File: src/rtl/spi_duty_rx_if.sv
// SPI pin bundle between the host (master) and spi_duty_rx (slave).
// Signals: sck, cs_n, mosi driven by the master; miso driven by the slave.
interface spi_duty_rx_if;
    logic sck;
    logic cs_n;
    logic mosi;
    logic miso;

    modport master (
        output sck,
        output cs_n,
        output mosi,
        input  miso
    );

    modport slave (
        input  sck,
        input  cs_n,
        input  mosi,
        output miso
    );
endinterface

File: src/rtl/spi_duty_rx.sv
// SPI mode-0 slave receiving 8-bit duty commands for the PWM stage.
// Ports: SLK, rst_n (async, active low), spi (slave modport: sck, cs_n,
//   mosi, miso), Porcentaje (registered duty), duty_valid, frame_err pulses.
// Optional macro SPI_WDOG_EN adds a watchdog that zeroes the duty value
//   after WDOG_CYCLES SLK cycles without a CMD_SET commit.
module spi_duty_rx #(
    parameter logic [3:0]  MAX_DUTY    = 4'd9,
    parameter logic [3:0]  CMD_SET     = 4'hA,
    parameter logic [23:0] WDOG_CYCLES = 24'd5000000
) (
    input  logic         SLK,
    input  logic         rst_n,
    spi_duty_rx_if.slave spi,
    output logic [3:0]   Porcentaje,
    output logic         duty_valid,
    output logic         frame_err
);

    typedef enum logic [1:0] {
        IDLE,
        SHIFT,
        COMMIT
    } state_t;

    state_t     state;
    logic [2:0] sck_q;
    logic [2:0] cs_q;
    logic [1:0] mosi_q;
    logic [2:0] bit_cnt;
    logic [7:0] shreg;
    logic [7:0] tx;
    logic       armed;

    logic       sck_rise;
    logic       sck_fall;
    logic       cs_s;
    logic       mosi_s;
    logic [3:0] cmd;
    logic [3:0] val;
    logic       is_set;
    logic       is_err;
    logic [3:0] new_duty;
    logic [7:0] tx_load;

    // Stage [1] is the synchronised level, stage [2] its history.
    assign sck_rise = sck_q[1] & ~sck_q[2];
    assign sck_fall = ~sck_q[1] & sck_q[2];
    assign cs_s     = cs_q[1];
    assign mosi_s   = mosi_q[1];

    assign cmd      = shreg[7:4];
    assign val      = shreg[3:0];
    assign is_set   = (cmd == CMD_SET);
    assign is_err   = (cmd != CMD_SET) && (cmd != 4'h0);

    always_comb begin
        new_duty = Porcentaje;
        if (is_set) begin
            new_duty = (val > MAX_DUTY) ? MAX_DUTY : val;
        end
    end

    // Status byte for the next frame reflects the duty after this commit.
    assign tx_load = {4'h5, (state == COMMIT) ? new_duty : Porcentaje};

`ifdef SPI_WDOG_EN
    logic [23:0] wd_cnt;
    logic        wd_fire;
    assign wd_fire = (wd_cnt == WDOG_CYCLES - 24'd1);
`endif

    always_ff @(posedge SLK or negedge rst_n) begin
        if (!rst_n) begin
            state      <= IDLE;
            sck_q      <= '0;
            cs_q       <= '0;
            mosi_q     <= '0;
            bit_cnt    <= '0;
            shreg      <= '0;
            tx         <= '0;
            armed      <= 1'b0;
            Porcentaje <= '0;
            duty_valid <= 1'b0;
            frame_err  <= 1'b0;
            spi.miso   <= 1'b0;
`ifdef SPI_WDOG_EN
            wd_cnt     <= '0;
`endif
        end else begin
            sck_q      <= {sck_q[1:0], spi.sck};
            cs_q       <= {cs_q[1:0], spi.cs_n};
            mosi_q     <= {mosi_q[0], spi.mosi};
            duty_valid <= 1'b0;
            frame_err  <= 1'b0;

            // A frame may only start once cs_n has been seen high.
            if (cs_s) begin
                armed <= 1'b1;
            end

`ifdef SPI_WDOG_EN
            wd_cnt <= wd_fire ? 24'd0 : wd_cnt + 24'd1;
            if (wd_fire) begin
                Porcentaje <= '0;
                frame_err  <= 1'b1;
            end
`endif

            unique case (state)
                IDLE: begin
                    bit_cnt  <= '0;
                    spi.miso <= 1'b0;
                    if (armed && !cs_s) begin
                        state    <= SHIFT;
                        tx       <= tx_load;
                        spi.miso <= tx_load[7];
                    end
                end
                SHIFT: begin
                    // The 8th rise commits even if cs_n rises alongside it.
                    if (sck_rise) begin
                        shreg   <= {shreg[6:0], mosi_s};
                        bit_cnt <= bit_cnt + 3'd1;
                        if (bit_cnt == 3'd7) begin
                            state <= COMMIT;
                        end
                    end else if (cs_s) begin
                        state    <= IDLE;
                        bit_cnt  <= '0;
                        shreg    <= '0;
                        spi.miso <= 1'b0;
                        if (bit_cnt != 3'd0) begin
                            frame_err <= 1'b1;
                        end
                    end else if (sck_fall && bit_cnt != 3'd0) begin
                        // The fall after bit 8 must not eat the reloaded MSB.
                        tx       <= {tx[6:0], 1'b0};
                        spi.miso <= tx[6];
                    end
                end
                COMMIT: begin
                    if (is_set) begin
                        Porcentaje <= new_duty;
                        duty_valid <= 1'b1;
`ifdef SPI_WDOG_EN
                        wd_cnt     <= '0;
`endif
                    end
                    if (is_err) begin
                        frame_err <= 1'b1;
                    end
                    tx <= tx_load;
                    if (cs_s) begin
                        state    <= IDLE;
                        spi.miso <= 1'b0;
                    end else begin
                        state    <= SHIFT;
                        spi.miso <= tx_load[7];
                    end
                end
                default: state <= IDLE;
            endcase
        end
    end

endmodule

File: src/flat_wrapper.sv
// flat-port wrapper written by rule: the top's interface ports become plain ports
module spi_duty_rx_flat 
#(
    parameter logic [3:0]  MAX_DUTY    = 4'd9,
    parameter logic [3:0]  CMD_SET     = 4'hA,
    parameter logic [23:0] WDOG_CYCLES = 24'd5000000
)
  (SLK, rst_n, Porcentaje, duty_valid, frame_err, spi_sck, spi_cs_n, spi_mosi, spi_miso);
  spi_duty_rx_if spi_i ();
  input  logic SLK;
  input  logic rst_n;
  output logic [3:0] Porcentaje;
  output logic duty_valid;
  output logic frame_err;
  input wire logic [$bits(spi_i.sck)-1:0] spi_sck;
  input wire logic [$bits(spi_i.cs_n)-1:0] spi_cs_n;
  input wire logic [$bits(spi_i.mosi)-1:0] spi_mosi;
  output wire logic [$bits(spi_i.miso)-1:0] spi_miso;
  assign spi_i.sck = spi_sck;
  assign spi_i.cs_n = spi_cs_n;
  assign spi_i.mosi = spi_mosi;
  assign spi_miso = spi_i.miso;
  spi_duty_rx #(.MAX_DUTY(MAX_DUTY), .CMD_SET(CMD_SET), .WDOG_CYCLES(WDOG_CYCLES)) u_core (.SLK(SLK), .rst_n(rst_n), .spi(spi_i), .Porcentaje(Porcentaje), .duty_valid(duty_valid), .frame_err(frame_err));
endmodule
File: config.mk
export PLATFORM = sky130hd
export DESIGN_NAME = spi_duty_rx_flat
export DESIGN_NICKNAME = d
export VERILOG_FILES = /design/src/rtl/spi_duty_rx_if.sv /design/src/rtl/spi_duty_rx.sv /design/src/flat_wrapper.sv
export SDC_FILE = /design/constraint.sdc
export NUM_CORES = 1
export LEC_CHECK = 0
export BUFFER_PORTS_ARGS = -buffer_cell sky130_fd_sc_hd__buf_2
export CORE_MARGIN = 2
export CORE_UTILIZATION = 61
export CTS_BUF_LIST = sky130_fd_sc_hd__clkbuf_4 sky130_fd_sc_hd__clkbuf_8
export CTS_CLUSTER_DIAMETER = 100
export CTS_CLUSTER_SIZE = 20
export DETAILED_ROUTE_END_ITERATION = 10
export HOLD_SLACK_MARGIN = 0.08
export PLACE_DENSITY = 0.8
export SYNTH_ARGS = -nofsm -noshare
export SYNTH_HDL_FRONTEND = slang
export SYNTH_SLANG_ARGS = --single-unit
File: constraint.sdc
create_clock -name SLK -period 2.3 [get_ports SLK]
set_clock_uncertainty 0.15 [all_clocks]
set_input_delay 0.46 -clock SLK [delete_from_list [all_inputs] [get_ports SLK]]
set_output_delay 0.46 -clock SLK [all_outputs]
set_load 0.005 [all_outputs]
==> results.toml <==
[run]
cap_violations = 0

[grt]
busiest_layer = "met2"
use_met3_pct = 7.26
antenna_found_initial = 0
grtUsageMet1_pct = 29.1
first_global_vias = 1056
grt.overflow.total = 0
track_usage_pct = 22.4
grt_first_pass_wirelength_microns = 4710
met2_usage_pct = 35.3
grt_max_degree = 36

[detailed_routing]
wl_per_cell_microns = 15.6
drt_iter0_drc = 21
vias_per_cell = 5.83
antenna_left = 0
remaining_drc_errors = 0
vias = 1073
first_pass_iters = 4
routed_wirelength_microns = 2880

[die]
core_sq_mm = 0.00248
die_area_sq_mm = 0.00304
rows = 18
fp.dieW_microns = 55.2
initial_core_util_pct = 64.5
io_pins = 12
die_h_microns = 55.2

[clocking]
post_cts_buffers = 0
clock_latency_ps = 330
htreeDepth = 2
clock-root-buffer = "clkbuf_4"
cts_resized = 0
cts_buffers = 5
cts_buffer_depth = 2
cts_tree = "yes"
clock_sinks = 35
path_clk_slew_ps = 100

[yosys]
syn-instance-count = 135
ys_async_sr_fraction_pct = 100
synth_ff_type = "dfrtp_1"
synthDistinctLibCells = 39
yosys_warnings = 0
synth-seq-cells = 35
synth_top_area_share_pct = 54.8
synth_fp_nets = 148
synth_area_leader_cell = "dfrtp_1"
synth-edff-count = 0
synth_area_leaders = "dfrtp_1 55%, ha_1 6.3%, a22o_1 6.0%, o21ai_0 3.1%, mux2_2 2.8%"
yosysSeqAreaShare_pct = 54.8
syn_avg_cell_area_sq_um = 11.8
mappedNetlistArea_sq_mm = 0.00160

[cells_and_area]
layout_common_cells = "35 x dfrtp_1, 11 x a22o_1, 11 x buf_2, 10 x o21ai_0"
fin_nets = 166
area_delta_synth_final_pct = 10.5
insertedDiodeCount = 0
drive_above_1_share_pct = 20.8
layout_commonest_cell = "dfrtp_1"

[worst_setup_path]
path_max_fanout = 8
slowest_delay_ps = 430
endpoint = "u_core.tx[1]"
endpoint_kind = "register"
critPathKind = "register to register"
arrival_ps = 2110
worstPathCellList = "inv_1 > ha_1 > nor3_1 > a21oi_2 > or2_0 > o31ai_1"
startpoint_type = "register"
r2r-end = "u_core.tx[1]"
cp.required_ps = 2380
critical_path.slowest_cell = "dfrtp_1"
r2r_setup_slack_ps = 270
reg2reg_from = "u_core.state[0]"
reg2regPathDepth = 6
critPathLaunch = "u_core.state[0]"

[run_status]
run_status = "finished clean"

[timing]
max_slew_margin_pct = 49.4
final_max_slew_viol_count = 0
hold_viol = 0
fin_crit_ps = 2030
final.period_utilization_pct = 88.4
fin_hold_ws_ps = 206
worstMarginPinSlew_ps = 759
setup_viol = 0
fmaxAchievable_ghz = 0.492
tns_ps = 0
rsz0062_at_grt = "no"

[power]
fin_total_pwr_mw = 1.82
ir_drop_uv = 760
power.density_mw_per_mm2 = 1030
leakagePower_nw = 0.878

[placed_design]
dp_hpwl_microns = 1990
io_buffers = 11
place_congestion = 0.821

[worst_hold_path]
min_path_type = "register to register"
final cells by class:
cell class | instances | area (sq um)
Timing Repair Buffer | 17 | 110
Inverter | 7 | 26.3
Fill cell | 180 | 712
Sequential cell | 35 | 876
Clock inverter | 1 | 5.00
Clock buffer | 7 | 52.6
Multi-Input combinational cell | 87 | 658
Tap cell | 30 | 37.5
layer usage:
layer	part of all wire [%]	wire length, microns
met1	48	1370
met2	48	1380
met3	3.7	105
met4	0.66	19
met5	0	0
cell usage after synthesis (3+ instances only):
master,count
nor2_1,8
mux2i_1,3
mux2_2,4
o31ai_1,4
nand2_1,3
ha_1,8
a22o_1,11
o21ai_0,10
nor2b_1,7
inv_1,7
nand2b_1,3
a21oi_1,3
dfrtp_1,35
worst min path at each step:
stage | start | end | slack (ps) | cells past startpoint
3_3_place_gp | u_core.cs_q[0] | u_core.cs_q[1] | 190 | 0
4_1_cts | u_core.cs_q[0] | u_core.cs_q[1] | 210 | 0
2_1_floorplan | rst_n | u_core.Porcentaje[0] | 10 | 0
6_report | u_core.cs_q[0] | u_core.cs_q[1] | 210 | 0
3_5_place_dp | u_core.cs_q[0] | u_core.cs_q[1] | 190 | 0
5_1_grt | u_core.cs_q[0] | u_core.cs_q[1] | 230 | 0
cells by family after synthesis:
logic type / count (synthesis) / synth area share [%]
simple gates: 30 / 10.7
mux: 8 / 5.64
fa+ha+maj: 8 / 6.26
flops: 35 / 54.8
xor+xnor: 1 / 0.548
buf+inv: 13 / 3.99
compound gates: 40 / 18.0
state kept, by name (all words and copies together) (netlist names):
name,count
u_core.duty_valid,1
u_core.sck_q,3
u_core.tx,7
u_core.armed,1
u_core.shreg,8
u_core.cs_q,2
u_core.spi.miso,1
u_core.Porcentaje,4
u_core.state,2
u_core.bit_cnt,3
u_core.mosi_q,2
u_core.frame_err,1
through the flow:
stage	util [%]	worst slack, ps	area [sq um]	std cells
finish	71.3	267	1770	184
global route	71.3	105	1770	184
CTS	71.3	273	1770	184
detailed placement	67.3	289	1670	172
global placement	67.3	334	1670	172
floorplan	-	416	1600	135
worst max-delay path, delay by kind of cell, from the launching register on:
family          cells  cell delay [ps]
compound gates      2              420
fa+ha+maj           1              280
flops               1              430
buf+inv             1               90
simple gates        2              580
report_power, final:
group	internal, mW	switching, mW	leakage, nW
clock	0.143	0.191	0.0361
combinational	0.294	0.373	0.387
sequential	0.729	0.0869	0.455
what timing repair did:
action | 4_1_cts | 5_1_grt
endpoints found under the hold margin | 38 | 0
hold buffers | 4 | 0
setup endpoints to repair | 0 | 0
No activity file was read; power rests on OpenSTA's default activity.
